==> src/rtl/ultrasonic_sensor_emulator_pkg.sv <==
// Shared types and scaling helpers for the HC-SR04 emulator; the cycles_per_cm
// derivation lives here so the measurement controller can scale identically.
package ultrasonic_sensor_emulator_pkg;

  typedef enum logic [1:0] {IDLE, TRIG_HI, BURST, ECHO} state_e;

  function automatic int unsigned us_to_cycles(input int unsigned us, input int unsigned clk_hz);
    return us * (clk_hz / 1000000);
  endfunction

  // Round-trip time per cm: 2 / speed_of_sound seconds per metre, /100 for cm.
  function automatic int unsigned cycles_per_cm(input int unsigned clk_hz, input int unsigned sos);
    return clk_hz * 2 / sos / 100;
  endfunction

  function automatic int unsigned max2(input int unsigned a, input int unsigned b);
    return (a > b) ? a : b;
  endfunction

endpackage

==> src/rtl/ultrasonic_sensor_emulator_if.sv <==
// Trig/echo bus between a distance-measurement controller (master) and the sensor (slave).
interface ultrasonic_sensor_emulator_if #(parameter int unsigned DW = 9);
  logic          trig;
  logic [DW-1:0] distance;
  logic          echo;
  logic          busy;

  modport master (output trig, output distance, input echo, input busy);
  modport slave  (input trig, input distance, output echo, output busy);
endinterface

==> src/rtl/ultrasonic_sensor_emulator_sync_edge_detect.sv <==
// Two-flop synchronizer with a registered previous value for rise/fall detection.
module sync_edge_detect (
  input  logic clk,
  input  logic reset,
  input  logic async_i,
  output logic sync_o,
  output logic rise_o,
  output logic fall_o
);
  logic meta_q, sync_q, prev_q;

  always_ff @(posedge clk or posedge reset) begin
    if (reset) begin
      meta_q <= 1'b0;
      sync_q <= 1'b0;
      prev_q <= 1'b0;
    end else begin
      meta_q <= async_i;
      sync_q <= meta_q;
      prev_q <= sync_q;
    end
  end

  assign sync_o = sync_q;
  assign rise_o = sync_q & ~prev_q;
  assign fall_o = ~sync_q & prev_q;
endmodule

==> src/rtl/ultrasonic_sensor_emulator.sv <==
// HC-SR04 responder: qualifies trig, waits the burst time, then answers with an
// echo pulse whose width encodes the programmed distance.
module ultrasonic_sensor_emulator
  import ultrasonic_sensor_emulator_pkg::*;
#(
  parameter int unsigned clk_frequency                    = 50000000,
  parameter int unsigned speed_of_sound_meters_per_second = 343,
  parameter int unsigned trig_min_time_in_microseconds    = 10,
  parameter int unsigned burst_time_in_microseconds       = 200,
  parameter int unsigned max_range_in_centimeters         = 400,
  parameter int unsigned no_obstacle_echo_in_microseconds = 38000,
  parameter int unsigned distance_width                   = 9
) (
  input logic                          clk,
  input logic                          reset,
  ultrasonic_sensor_emulator_if.slave  bus
);
  localparam int unsigned TRIG_MIN = us_to_cycles(trig_min_time_in_microseconds, clk_frequency);
  localparam int unsigned BURST_T  = us_to_cycles(burst_time_in_microseconds, clk_frequency);
  localparam int unsigned NO_OBS   = us_to_cycles(no_obstacle_echo_in_microseconds, clk_frequency);
  localparam int unsigned CPC      = cycles_per_cm(clk_frequency, speed_of_sound_meters_per_second);
  localparam int unsigned MAX_ECHO = max_range_in_centimeters * CPC;
  localparam int unsigned LARGEST  = max2(max2(TRIG_MIN, BURST_T), max2(NO_OBS, MAX_ECHO));
  localparam int unsigned CW       = $clog2(LARGEST) + 1;

  state_e                    state_q, state_d;
  logic [CW-1:0]             cnt_q, cnt_d;
  logic [distance_width-1:0] dist_q, dist_d;
  logic                      echo_q, echo_d;
  logic                      trig_sync, trig_rise, trig_fall;
  logic [distance_width+31:0] prod;
  logic [CW-1:0]             echo_len;

  sync_edge_detect u_sync (
    .clk    (clk),
    .reset  (reset),
    .async_i(bus.trig),
    .sync_o (trig_sync),
    .rise_o (trig_rise),
    .fall_o (trig_fall)
  );

  // Full-width product; only in-range distances reach the truncation to CW.
  assign prod = dist_q * CPC;
  always_comb begin
    echo_len = prod[CW-1:0];
    if (dist_q == '0 || 32'(dist_q) > max_range_in_centimeters)
      echo_len = CW'(NO_OBS);
  end

  always_ff @(posedge clk or posedge reset) begin
    if (reset) begin
      state_q <= IDLE;
      cnt_q   <= '0;
      dist_q  <= '0;
      echo_q  <= 1'b0;
    end else begin
      state_q <= state_d;
      cnt_q   <= cnt_d;
      dist_q  <= dist_d;
      echo_q  <= echo_d;
    end
  end

  always_comb begin
    state_d = state_q;
    cnt_d   = cnt_q;
    dist_d  = dist_q;
    echo_d  = echo_q;
    case (state_q)
      IDLE: begin
        // Start at 1: the cycle that produced the rise is already a high cycle.
        if (trig_rise) begin
          state_d = TRIG_HI;
          cnt_d   = CW'(1);
        end
      end
      TRIG_HI: begin
        if (trig_fall) begin
          if (cnt_q >= CW'(TRIG_MIN)) begin
            dist_d  = bus.distance;
            cnt_d   = '0;
            state_d = BURST;
          end else begin
            state_d = IDLE;
          end
        end else if (trig_sync && cnt_q != '1) begin
          cnt_d = cnt_q + CW'(1);
        end
      end
      BURST: begin
        if (cnt_q == CW'(BURST_T)) begin
          state_d = ECHO;
          echo_d  = 1'b1;
          cnt_d   = CW'(1);
        end else begin
          cnt_d = cnt_q + CW'(1);
        end
      end
      ECHO: begin
        if (cnt_q == echo_len) begin
          state_d = IDLE;
          echo_d  = 1'b0;
          cnt_d   = '0;
        end else begin
          cnt_d = cnt_q + CW'(1);
        end
      end
      default: state_d = IDLE;
    endcase
  end

  assign bus.echo = echo_q;
  assign bus.busy = (state_q != IDLE);
endmodule
==> src/flat_wrapper.sv <==
// flat-port wrapper written by rule: the top's interface ports become plain ports
module ultrasonic_sensor_emulator_flat import ultrasonic_sensor_emulator_pkg::*;
#(
  parameter int unsigned clk_frequency                    = 50000000,
  parameter int unsigned speed_of_sound_meters_per_second = 343,
  parameter int unsigned trig_min_time_in_microseconds    = 10,
  parameter int unsigned burst_time_in_microseconds       = 200,
  parameter int unsigned max_range_in_centimeters         = 400,
  parameter int unsigned no_obstacle_echo_in_microseconds = 38000,
  parameter int unsigned distance_width                   = 9
)
  (clk, reset, bus_trig, bus_distance, bus_echo, bus_busy);
  ultrasonic_sensor_emulator_if bus_i ();
  input logic clk;
  input logic reset;
  input wire logic [$bits(bus_i.trig)-1:0] bus_trig;
  input wire logic [$bits(bus_i.distance)-1:0] bus_distance;
  output wire logic [$bits(bus_i.echo)-1:0] bus_echo;
  output wire logic [$bits(bus_i.busy)-1:0] bus_busy;
  assign bus_i.trig = bus_trig;
  assign bus_i.distance = bus_distance;
  assign bus_echo = bus_i.echo;
  assign bus_busy = bus_i.busy;
  ultrasonic_sensor_emulator #(.clk_frequency(clk_frequency), .speed_of_sound_meters_per_second(speed_of_sound_meters_per_second), .trig_min_time_in_microseconds(trig_min_time_in_microseconds), .burst_time_in_microseconds(burst_time_in_microseconds), .max_range_in_centimeters(max_range_in_centimeters), .no_obstacle_echo_in_microseconds(no_obstacle_echo_in_microseconds), .distance_width(distance_width)) u_core (.clk(clk), .reset(reset), .bus(bus_i));
endmodule
==> config.mk <==
export PLATFORM = sky130hd
export DESIGN_NAME = ultrasonic_sensor_emulator_flat
export DESIGN_NICKNAME = d
export VERILOG_FILES = /design/src/rtl/ultrasonic_sensor_emulator_pkg.sv /design/src/rtl/ultrasonic_sensor_emulator_if.sv /design/src/rtl/ultrasonic_sensor_emulator_sync_edge_detect.sv /design/src/rtl/ultrasonic_sensor_emulator.sv /design/src/flat_wrapper.sv
export SDC_FILE = /design/constraint.sdc
export NUM_CORES = 1
export LEC_CHECK = 0
export ABC_AREA = 1
export BUFFER_PORTS_ARGS = -buffer_cell sky130_fd_sc_hd__clkbuf_2
export CORE_ASPECT_RATIO = 1.1
export CORE_MARGIN = 2
export CORE_UTILIZATION = 43
export CTS_CLUSTER_SIZE = 8
export DETAILED_ROUTE_END_ITERATION = 6
export SKIP_CTS_REPAIR_TIMING = 1
export SYNTH_ARGS = -nofsm -noshare
export SYNTH_HDL_FRONTEND = slang
export SYNTH_SLANG_ARGS = --single-unit
==> constraint.sdc <==
create_clock -name clk -period 12.8 [get_ports clk]
set_input_delay 2.56 -clock clk [delete_from_list [all_inputs] [get_ports clk]]
set_output_delay 2.56 -clock clk [all_outputs]
set_load 0.05 [all_outputs]
Word level (Yosys, flattened, before mapping):

Index checks and enable logic that the tools add are counted.

* bits in writable memories: 0
* memory bits (read-only): 0
* memories kept: 0
* flip-flop bits (word level): 37
* latch bits: 0
* input port bits: 12
* word-level logic and storage cells: 54

* mux-type cells: 17
* reductions and logical operators: 10
* shift operators: 0
* bitwise logic cells: 4
* $mul: 1
* magnitude comparators: 2
* add/subtract/negate cells: 1
* equal/unequal tests: 12
* div/mod/pow operators: 0

Operators with widths (number)
* two-way mux 22 bit: 6
* one-hot mux 22 bit (4 select lines): 1
* adder 22 x 1 -> 22 bit, second input constant: 1
* equality test 22 x 14 -> 1 bit, second input constant: 1
* equality test 22 x 21 -> 1 bit: 1
* greater-or-equal comparator 22 x 9 -> 1 bit, second input constant: 1
* inequality test 22 bit, second input constant: 1
* multiplier 9 x 12 -> 21 bit, second input constant: 1
* two-way mux 21 bit: 1
* two-way mux 2 bit: 5
* greater-than comparator 9 bit, second input constant: 1
* zero test 9 bit: 1
* AND reduction 3 bit: 3
* inequality test 2 x 1 -> 1 bit, second input constant: 4
* one-hot mux 2 bit (4 select lines): 1
* equality test 2 bit, second input constant: 2
* AND reduction 4 bit: 1
* nonzero test 2 bit: 2
* inequality test 3 x 1 -> 1 bit, second input constant: 1
* inequality test 3 bit, second input constant: 1
* bitwise AND 1 bit: 2
* equality test 2 x 1 -> 1 bit, second input constant: 1
* zero test 2 bit: 1
* two-way mux 1 bit: 2
* other kinds (4): 5

Longest topological paths before layout:

Gate-level depths: netlist (run 1).

* depth after elaboration: 6
* depth in mapped cells: 28
* gate-level depth less buffers: 27

Cells and area by module:

A second synthesis (run 1) with hierarchy kept.

* cell total of the unflattened synthesis: 697
* area total of the unflattened synthesis: 4924.7 µm²

By module, submodules not included
* ultrasonic_sensor_emulator: cells each 689, area an instance 4830.9 µm², instances 1, sequential area each 850.8 µm²
* sync_edge_detect: cells each 8, area an instance 93.8 µm², instances 1, sequential area each 75.1 µm²

Least setup slack after synthesis (run 1):

No wires, ideal clock.

* path kind: register -> register
* start point: register u_core.dist_q[7]
* end point: register u_core.cnt_q[14]
* data required time: 12.683 ns
* library setup time: 0.117 ns
* stages on the path, launching flop included: 27
* setup slack: 8.428 ns
* data arrival time: 4.255 ns
* path through: dfrtp_1 > inv_1 > ha_1 > inv_1 > fa_1 > inv_1 > fa_1 > fa_1 > inv_1 > ha_1 > nand2_1 > nor2_1 > and2_1 > nand2_1 > nand3_1 > nand3_1 > nand2_1 > nand2_1 > nor2_1 > nand2_1 > nor2_1 > nand2_1 > nand2_2 > nand3_2 > buf_2 > nand3_1 > nand2_1

* longest elaborated chain between the ends: 6
* elaborated cells on any way between the ends: 8
* those cells by class: 1 x mul; 1 x order compare; 1 x eq/ne; 3 x mux; 2 x reduce/logical

RTL lines
* from (decl): RTL line ultrasonic_sensor_emulator.sv:28 `logic [distance_width-1:0] dist_q, dist_d;`
* from (signal assigned): RTL line ultrasonic_sensor_emulator.sv:60 `dist_q <= dist_d;`
* branches (longest 2 deep; another with multiplier 9 x 12 -> 21 bit)
* two-way mux 21 bit (*): RTL line ultrasonic_sensor_emulator.sv:47 `if (dist_q == '0 || 32'(dist_q) > max_range_in_centimeters)`
* equality test 22 x 21 -> 1 bit (*): RTL line ultrasonic_sensor_emulator.sv:101 `if (cnt_q == echo_len) begin`
* two-way mux 22 bit (*): RTL line ultrasonic_sensor_emulator.sv:101
* one-hot mux 22 bit (4 select lines) (*): RTL line ultrasonic_sensor_emulator.sv:70 `case (state_q)`
* to (signal assigned): RTL line ultrasonic_sensor_emulator.sv:59 `cnt_q <= cnt_d;`
* to (decl): RTL line ultrasonic_sensor_emulator.sv:27 `logic [CW-1:0] cnt_q, cnt_d;`

Every way passes the cells marked *.
A chain may end at the register's enable or synchronous reset.

Worst setup path after layout (run 1):

Same ends and word-level chain as after synthesis.

==> results of run 1 <==
[registers in the layout, indices dropped and copies added, names as in the netlist, named ones only]
name,count
u_core.u_sync.meta_q,1
u_core.state_q,1
u_core.bus.echo,1
u_core.dist_q,9
u_core.cnt_q,22
u_core.u_sync.prev_q,1
u_core.u_sync.sync_o,1
[metal layers]
layer	track usage (%)	routed length (um)	up-vias
li1	-	-	2225
met1	26.2	5310	1939
met2	36.5	5530	71
met3	2.79	339	29
met4	8.77	405	0
met5	0	0	-
[per-stage QoR]
step | util, % | setup WS, ns
finish | 46.3 | 7.50
global route | 46.3 | 6.95
CTS | 46.3 | 7.48
detailed placement | 45.1 | 7.51
global placement | 45.1 | 7.56
floorplan | - | 8.43
[worst min path at each step]
stage | end | slack [ns] | cells after the start
final | u_core.u_sync.sync_o$_DFF_PP0_ | 0.35 | 0
after global routing | u_core.u_sync.sync_o$_DFF_PP0_ | 0.37 | 0
after CTS | u_core.u_sync.sync_o$_DFF_PP0_ | 0.35 | 0
after detailed placement | u_core.u_sync.sync_o$_DFF_PP0_ | 0.33 | 0
after global placement | u_core.u_sync.sync_o$_DFF_PP0_ | 0.33 | 0
after floorplan | u_core.u_sync.sync_o$_DFF_PP0_ | 0.33 | 0
[layout make-up]
class,instances,share of cell area [%]
clock buffers,5,2.38
clock inverters,3,0.333
inverters,139,9.93
multi-input cells,519,64.6
flip-flops and latches,37,17.6
well taps,150,3.57
repair buffers,15,1.52
[worst max-delay path, cell delays in order, from the launching register on]
cell	delay (ns)
sky130_fd_sc_hd__dfrtp_1	0.45
sky130_fd_sc_hd__inv_1	0.11
sky130_fd_sc_hd__ha_1	0.33
sky130_fd_sc_hd__inv_1	0.09
sky130_fd_sc_hd__fa_1	0.51
sky130_fd_sc_hd__inv_1	0.06
sky130_fd_sc_hd__fa_1	0.51
sky130_fd_sc_hd__fa_1	0.56
sky130_fd_sc_hd__inv_1	0.04
sky130_fd_sc_hd__ha_1	0.34
sky130_fd_sc_hd__nand2_1	0.08
sky130_fd_sc_hd__nand2_1	0.07
sky130_fd_sc_hd__a21oi_1	0.23
sky130_fd_sc_hd__nor2_1	0.07
sky130_fd_sc_hd__nor2_1	0.17
sky130_fd_sc_hd__nand2_1	0.08
sky130_fd_sc_hd__nand2_1	0.07
sky130_fd_sc_hd__nand3_1	0.06
sky130_fd_sc_hd__nand2_1	0.09
sky130_fd_sc_hd__nand3_1	0.06
sky130_fd_sc_hd__nor2_1	0.20
sky130_fd_sc_hd__nand2_1	0.13
sky130_fd_sc_hd__nand2_2	0.11
sky130_fd_sc_hd__nand3_2	0.44
sky130_fd_sc_hd__nand3_1	0.21
sky130_fd_sc_hd__nand2_1	0.06
[cells in the final DEF, fill, tap and decap left out]
cell | Yosys | layout
sky130_fd_sc_hd__nor4_1 | 2 | 2
sky130_fd_sc_hd__nand4_1 | 22 | 22
sky130_fd_sc_hd__xnor2_1 | 4 | 4
sky130_fd_sc_hd__nor3_1 | 16 | 16
sky130_fd_sc_hd__inv_1 | 138 | 138
sky130_fd_sc_hd__o21ai_0 | 11 | 11
sky130_fd_sc_hd__ha_1 | 58 | 58
sky130_fd_sc_hd__nor2_4 | 5 | 5
sky130_fd_sc_hd__nand2_2 | 5 | 5
sky130_fd_sc_hd__nor2_1 | 48 | 48
sky130_fd_sc_hd__nand4_4 | 1 | 1
sky130_fd_sc_hd__a21boi_0 | 1 | 1
sky130_fd_sc_hd__fa_1 | 26 | 26
sky130_fd_sc_hd__nand2_1 | 204 | 204
sky130_fd_sc_hd__nor2_2 | 2 | 2
sky130_fd_sc_hd__clkinv_2 | 0 | 2
sky130_fd_sc_hd__dfrtp_1 | 37 | 37
sky130_fd_sc_hd__o21ai_1 | 1 | 1
sky130_fd_sc_hd__or2_2 | 1 | 1
sky130_fd_sc_hd__nor4_4 | 1 | 1
sky130_fd_sc_hd__buf_4 | 4 | 2
sky130_fd_sc_hd__nand3_1 | 53 | 53
sky130_fd_sc_hd__inv_2 | 1 | 1
sky130_fd_sc_hd__nand3b_1 | 2 | 2
sky130_fd_sc_hd__nand3_2 | 13 | 13
sky130_fd_sc_hd__clkbuf_16 | 0 | 5
sky130_fd_sc_hd__a21oi_1 | 17 | 17
sky130_fd_sc_hd__xor2_1 | 21 | 21
sky130_fd_sc_hd__clkbuf_2 | 0 | 13
sky130_fd_sc_hd__and2_1 | 3 | 3
sky130_fd_sc_hd__mux2_2 | 2 | 2
sky130_fd_sc_hd__clkinvlp_4 | 0 | 1
[kinds of logic after synthesis]
| logic type | Yosys count | synth area share (%) |
|---|---|---|
| and+or+nand+nor | 378 | 35.5 |
| buffers and inverters | 155 | 12.6 |
| adders and majority gates | 84 | 25.2 |
| DFF | 37 | 18.7 |
| AOI/OAI and AO/OA | 30 | 3.09 |
| xor gates and xnor gates | 25 | 4.43 |
| muxes | 2 | 0.455 |
[synthesized netlist by cell type]
cell / number
sky130_fd_sc_hd__nor4_1: 2
sky130_fd_sc_hd__and2_1: 3
sky130_fd_sc_hd__nor2_1: 48
sky130_fd_sc_hd__nor4_4: 1
sky130_fd_sc_hd__clkbuf_1: 4
sky130_fd_sc_hd__or2_2: 1
sky130_fd_sc_hd__nand3_1: 53
sky130_fd_sc_hd__buf_4: 4
sky130_fd_sc_hd__nand2_2: 5
sky130_fd_sc_hd__fa_1: 26
sky130_fd_sc_hd__a21oi_1: 17
sky130_fd_sc_hd__dfrtp_1: 37
sky130_fd_sc_hd__a21boi_0: 1
sky130_fd_sc_hd__xor2_1: 21
sky130_fd_sc_hd__inv_2: 1
sky130_fd_sc_hd__o21ai_1: 1
sky130_fd_sc_hd__xnor2_1: 4
sky130_fd_sc_hd__nor3_1: 16
sky130_fd_sc_hd__nand2_1: 204
sky130_fd_sc_hd__buf_2: 5
sky130_fd_sc_hd__nand4_4: 1
sky130_fd_sc_hd__inv_1: 138
sky130_fd_sc_hd__buf_6: 3
sky130_fd_sc_hd__nand3_2: 13
sky130_fd_sc_hd__nor2_2: 2
sky130_fd_sc_hd__nand4_1: 22
sky130_fd_sc_hd__mux2_2: 2
sky130_fd_sc_hd__o21ai_0: 11
sky130_fd_sc_hd__ha_1: 58
sky130_fd_sc_hd__nor2_4: 5
sky130_fd_sc_hd__nand3b_1: 2
[power groups by stage]
| stage | Sequential (uW) | Combinational [uW] | Clock, uW |
|---|---|---|---|
| 6_report | 134 | 518 | 125 |
| 5_1_grt | 135 | 607 | 134 |
| 2_1_floorplan | 133 | 417 | 0 |
| 4_1_cts | 134 | 521 | 130 |
| 3_5_place_dp | 136 | 517 | 0 |
| 3_3_place_gp | 136 | 510 | 0 |
==> results_tabular.tex, run 1 <==
\begin{tabular}{lr}
\hline
Metric & Value \\
\hline
\multicolumn{2}{l}{\textbf{Layout}} \\
NumNets Final & 813 \\
Fraction of layout cells with a size suffix above 1 & 7.52\% \\
Final cell area excluding filler cells & 0.00525 mm\^{}2 \\
Multi-input gate area & 0.00339 mm\^{}2 \\
Layout area overhead & 6.20\% \\
Register Area & 926 um\^{}2 \\
Diode count & 0 \\
Number of standard cells in the final layout excluding fillers & 868 \\
Filler Cells Inserted & 1144 \\
\multicolumn{2}{l}{\textbf{Placed design}} \\
Number of placed cells counting well taps & 860 \\
IO Port Bufs & 13 \\
DPL Wire Length & 9590 um \\
Total placed instance area & 0.00511 mm\^{}2 \\
Routability congestion estimate & 0.891 \\
\multicolumn{2}{l}{\textbf{GRT}} \\
Wire length of the first global-routing pass & 20500 um \\
Initial antenna violation count & 0 \\
Overflow after GRT & 0 \\
Maximum number of pins on one net before global-route repair & 38 \\
Vias in the first global route & 4331 \\
Global-route usage over all layers & 20.9\% \\
\multicolumn{2}{l}{\textbf{Clock tree}} \\
Maximum clock path buffer count & 2 \\
Clock-pin slew on the worst setup and hold paths & 0.06 ns \\
H-tree lvl count & 2 \\
Library cell used as clock root buffer & sky130\_fd\_sc\_hd\_\_clkbuf\_16 \\
TritonCTS buffer count & 5 \\
Number of clock sinks & 37 \\
CTS tree & done \\
Insertion delay to the later sink of the worst-skew pair & 0.29 ns \\
\multicolumn{2}{l}{\textbf{STA}} \\
Transition time of the tightest slew-check pin & 0.822 ns \\
Maximum clock rate & 0.189 GHz \\
Slew HR & 45.1\% \\
Finish-stage setup viols & 0 \\
Unrepaired setup endpoints after global routing & no \\
Number of hold-slack violations in the final timing report & 0 \\
Post-route clock skew & 0.00780 ns \\
Portion of the clock cycle consumed by the worst path in the final layout & 41.4\% \\
Max-slew violations & 0 \\
Time the final worst path needs with I/O delays and setup & 5.30 ns \\
Worst hold margin & 0.347 ns \\
TNS Setup & 0 ns \\
\multicolumn{2}{l}{\textbf{Setup path}} \\
RR Startpoint & u\_core.dist\_q[7]\$\_DFFE\_PP0P\_ \\
CP Launch Type & flop \\
Classification of the worst setup path & flop to flop \\
Sort of element at the end of the critical path & flop \\
Worst reg2reg setup slack & 7.50 ns \\
Endpoint of the worst-slack reg-to-reg timing path & u\_core.cnt\_q[14]\$\_DFFE\_PP0P\_ \\
Endpoint arrival time on the critical path & 5.47 ns \\
End point of the critical path & u\_core.cnt\_q[14]\$\_DFFE\_PP0P\_ \\
Cell depth of the worst flop-to-flop path & 25 \\
Maximum fanout along the worst path & 21 \\
Crit path from & u\_core.dist\_q[7]\$\_DFFE\_PP0P\_ \\
Data required, critical path & 12.98 ns \\
\multicolumn{2}{l}{\textbf{Power}} \\
Sw Ratio & 51.8\% \\
Internal power & 375 uW \\
Clock network fraction of design power & 16.1\% \\
Net switching component of the power & 402 uW \\
Share of power burned in combinational logic & 66.6\% \\
Leakage power figure & 0.00291 uW \\
Share of total power in sequential cells & 17.2\% \\
Pwr Total & 777 uW \\
Power per Cell Area & 148 mW/mm\^{}2 \\
Worst ir drop on vdd & 70.3 uV \\
\multicolumn{2}{l}{\textbf{Synthesis}} \\
Summed instance area of the synthesized netlist & 0.00495 mm\^{}2 \\
\#FFs+latches synth & 37 \\
Cell count after synthesis & 711 \\
Nets in the synthesized netlist & 807 \\
Proportion of netlist area held by the largest area contributor & 18.7\% \\
Proportion of synthesized chip area in sequential cells & 18.7\% \\
Distinct cell type count after synthesis & 31 \\
Mean area per synthesized cell & 6.96 um\^{}2 \\
Area leader, netlist & sky130\_fd\_sc\_hd\_\_dfrtp\_1 \\
Top cells by area, synth & sky130\_fd\_sc\_hd\_\_dfrtp\_1 (19\%), sky130\_fd\_sc\_hd\_\_nand2\_1 (15\%), sky130\_fd\_sc\_hd\_\_ha\_1 (15\%), sky130\_fd\_sc\_hd\_\_fa\_1 (11\%), sky130\_fd\_sc\_hd\_\_inv\_1 (10\%) \\
Count of synthesis-stage warnings from yosys & 0 \\
\multicolumn{2}{l}{\textbf{Run}} \\
Total of max-cap violations & 0 \\
\multicolumn{2}{l}{\textbf{Min path}} \\
Worst hold path startpoint & u\_core.u\_sync.meta\_q\$\_DFF\_PP0\_ \\
Worst min-delay path class & flop to flop \\
\multicolumn{2}{l}{\textbf{Die}} \\
Initial Util & 43.6\% \\
Chip height & 116 um \\
Placeable Area & 0.0113 mm\^{}2 \\
Num rows & 41 \\
Width of the die & 106 um \\
Area of the die & 0.0124 mm\^{}2 \\
Io pins & 14 \\
\multicolumn{2}{l}{\textbf{Drt}} \\
Via density & 4.91 \\
Total Routed Length & 11600 um \\
Routed WL per cell & 13.3 um \\
DRC violation total after the first TritonRoute iteration & 165 \\
Total iterations of the first detailed-routing run & 7 \\
DRC errors left & 0 \\
Number of vias in the routed layout & 4264 \\
DRT antenna net count & 0 \\
\multicolumn{2}{l}{\textbf{Run status}} \\
Outcome & finished clean \\
\hline
\end{tabular}
Note: power is estimated with default switching activity, not from simulation.
==> run 2: changes to the inputs <==
Clock period 12.8 ns to 4.75 ns, I/O delays scaled along.
==> results_tabular.tex, run 2 (same netlist as run 1, synthesis figures left out) <==
\begin{tabular}{lr}
\hline
Metric & Value \\
\hline
\multicolumn{2}{l}{\textbf{Clock tree}} \\
Maximum clock path buffer count & 2 \\
TritonCTS buffer count & 5 \\
Number of clock sinks & 37 \\
H-tree lvl count & 2 \\
Clock-pin slew on the worst setup and hold paths & 0.07 ns \\
CTS tree & done \\
Insertion delay to the later sink of the worst-skew pair & 0.29 ns \\
Library cell used as clock root buffer & sky130\_fd\_sc\_hd\_\_clkbuf\_16 \\
\multicolumn{2}{l}{\textbf{Min path}} \\
Cell depth of the worst min-delay path & 0 \\
Worst hold path startpoint & u\_core.u\_sync.meta\_q\$\_DFF\_PP0\_ \\
Worst-case hold path end point & u\_core.u\_sync.sync\_o\$\_DFF\_PP0\_ \\
Worst min-delay path class & flop to flop \\
\multicolumn{2}{l}{\textbf{Setup path}} \\
Classification of the worst setup path & flop to flop \\
Sort of element at the end of the critical path & flop \\
Data required, critical path & 4.92 ns \\
CP Launch Type & flop \\
Endpoint of the worst-slack reg-to-reg timing path & u\_core.cnt\_q[14]\$\_DFFE\_PP0P\_ \\
Cell depth of the worst flop-to-flop path & 27 \\
Maximum fanout along the worst path & 21 \\
Endpoint arrival time on the critical path & 4.63 ns \\
RR Startpoint & u\_core.dist\_q[5]\$\_DFFE\_PP0P\_ \\
Worst reg2reg setup slack & 0.29 ns \\
\multicolumn{2}{l}{\textbf{Power}} \\
Worst ir drop on vdd & 223 uV \\
Power per Cell Area & 420 mW/mm\^{}2 \\
Leakage power figure & 0.00299 uW \\
\multicolumn{2}{l}{\textbf{Drt}} \\
Routed WL per cell & 13.4 um \\
Total Routed Length & 11800 um \\
DRC errors left & 0 \\
Number of vias in the routed layout & 4379 \\
DRT antenna net count & 0 \\
Via density & 4.95 \\
DRC violation total after the first TritonRoute iteration & 163 \\
Total iterations of the first detailed-routing run & 4 \\
\multicolumn{2}{l}{\textbf{Die}} \\
Area of the die & 0.0124 mm\^{}2 \\
Placeable Area & 0.0113 mm\^{}2 \\
Chip height & 116 um \\
Io pins & 14 \\
Num rows & 41 \\
Initial Util & 43.6\% \\
Width of the die & 106 um \\
\multicolumn{2}{l}{\textbf{STA}} \\
Slew HR & 46.4\% \\
Transition time of the tightest slew-check pin & 0.803 ns \\
Post-route clock skew & 0.0102 ns \\
Time the final worst path needs with I/O delays and setup & 4.46 ns \\
Max-slew violations & 0 \\
Finish-stage setup viols & 0 \\
Portion of the clock cycle consumed by the worst path in the final layout & 93.9\% \\
Number of hold-slack violations in the final timing report & 0 \\
Maximum clock rate & 0.224 GHz \\
\multicolumn{2}{l}{\textbf{Placed design}} \\
IO Port Bufs & 13 \\
Routability congestion estimate & 0.904 \\
DPL Wire Length & 9610 um \\
Total placed instance area & 0.00522 mm\^{}2 \\
Number of placed cells counting well taps & 873 \\
\multicolumn{2}{l}{\textbf{Layout}} \\
Filler Cells Inserted & 1131 \\
Fraction of layout cells with a size suffix above 1 & 15.9\% \\
Final cell area excluding filler cells & 0.00564 mm\^{}2 \\
Largest registers & u\_core.cnt\_q x22, u\_core.dist\_q x9 \\
Commonest non-fill, non-tap cell in the layout & sky130\_fd\_sc\_hd\_\_nand2\_1 \\
Core Util, Final & 49.7\% \\
Diode count & 0 \\
NumNets Final & 830 \\
Max reg flops & 22 \\
Layout area overhead & 14.0\% \\
Number of standard cells in the final layout excluding fillers & 885 \\
Leading cell types in the layout, fill and taps excluded & sky130\_fd\_sc\_hd\_\_nand2\_1 (194), sky130\_fd\_sc\_hd\_\_inv\_1 (134), sky130\_fd\_sc\_hd\_\_nand3\_1 (53) \\
Register with the most flip-flops & u\_core.cnt\_q \\
\multicolumn{2}{l}{\textbf{GRT}} \\
Global-route usage over all layers & 20.7\% \\
Vias in the first global route & 4416 \\
Initial antenna violation count & 0 \\
Maximum number of pins on one net before global-route repair & 38 \\
Overflow after GRT & 0 \\
Wire length of the first global-routing pass & 20400 um \\
\multicolumn{2}{l}{\textbf{Run status}} \\
Outcome & finished clean \\
\multicolumn{2}{l}{\textbf{Run}} \\
Total of max-cap violations & 0 \\
\hline
\end{tabular}
run 2: layout make-up:
type                       instances  area [um^2]  share of cell area (%)
multi-input combinational        519         3630                    64.3
sequential                        37          931                    16.5
inverter                         139          522                    9.25
timing repair buffer              32          220                    3.91
tap                              150          188                    3.33
clock buffer                       6          139                    2.46
clock inverter                     2         13.8                   0.244
run 2: worst max path at each step:
| stage | cells after the start | endpoint | slack, ns | from |
|---|---|---|---|---|
| 5_1_grt | 27 | u_core.cnt_q[14]$_DFFE_PP0P_ | -0.02 | u_core.dist_q[8]$_DFFE_PP0P_ |
| 3_3_place_gp | 24 | u_core.cnt_q[14]$_DFFE_PP0P_ | 0.06 | u_core.dist_q[8]$_DFFE_PP0P_ |
| 4_1_cts | 25 | u_core.cnt_q[14]$_DFFE_PP0P_ | -0.04 | u_core.dist_q[5]$_DFFE_PP0P_ |
| 2_1_floorplan | 26 | u_core.cnt_q[14]$_DFFE_PP0P_ | 0.38 | u_core.dist_q[7]$_DFFE_PP0P_ |
| 3_5_place_dp | 25 | u_core.cnt_q[14]$_DFFE_PP0P_ | -0.002 | u_core.dist_q[5]$_DFFE_PP0P_ |
| 6_report | 27 | u_core.cnt_q[14]$_DFFE_PP0P_ | 0.29 | u_core.dist_q[5]$_DFFE_PP0P_ |
run 2: worst max-delay path, stage by stage, from the launching register on:
cell	delay [ns]
sky130_fd_sc_hd__dfrtp_2	0.44
sky130_fd_sc_hd__inv_2	0.11
sky130_fd_sc_hd__ha_4	0.21
sky130_fd_sc_hd__fa_1	0.54
sky130_fd_sc_hd__inv_1	0.06
sky130_fd_sc_hd__fa_1	0.45
sky130_fd_sc_hd__fa_1	0.51
sky130_fd_sc_hd__inv_1	0.07
sky130_fd_sc_hd__ha_4	0.31
sky130_fd_sc_hd__nand2_4	0.07
sky130_fd_sc_hd__inv_1	0.09
sky130_fd_sc_hd__nand2_1	0.06
sky130_fd_sc_hd__nand2_1	0.07
sky130_fd_sc_hd__a21oi_2	0.07
sky130_fd_sc_hd__buf_4	0.14
sky130_fd_sc_hd__nand3_1	0.09
sky130_fd_sc_hd__nand3_1	0.08
sky130_fd_sc_hd__nand2_1	0.08
sky130_fd_sc_hd__nand2_1	0.04
sky130_fd_sc_hd__nor2_1	0.08
sky130_fd_sc_hd__nand2_1	0.07
sky130_fd_sc_hd__nor2_2	0.13
sky130_fd_sc_hd__nand2_1	0.09
sky130_fd_sc_hd__nand2_2	0.08
sky130_fd_sc_hd__nand3_2	0.08
sky130_fd_sc_hd__buf_12	0.17
sky130_fd_sc_hd__nand3_1	0.07
sky130_fd_sc_hd__nand2_1	0.06
run 2: report_power, final:
part           switching, uW  internal [uW]
logic                   1020            636
clock network            142            209
registers               22.9            334
total                   1190           1180
run 2: metrics by stage:
step | setup slack (ns) | power [uW] | setup TNS, ns | hold slack [ns]
2_1_floorplan | 0.378 | 1480 | 0 | 0.331
3_3_place_gp | 0.0629 | 1760 | 0 | 0.336
3_5_place_dp | -0.00243 | 1770 | -0.00258 | 0.337
4_1_cts | -0.0371 | 2140 | -0.171 | 0.351
5_1_grt | -0.0208 | 2610 | -0.0334 | 0.370
6_report | 0.288 | 2370 | 0 | 0.348
run 2: routing by layer:
layer	GRT usage [%]	up-vias	share of wire, %
li1	-	2261	-
met4	7.72	0	3.0
met3	2.34	22	1.9
met1	25.5	2049	45
met5	0	-	0
met2	37.4	47	50
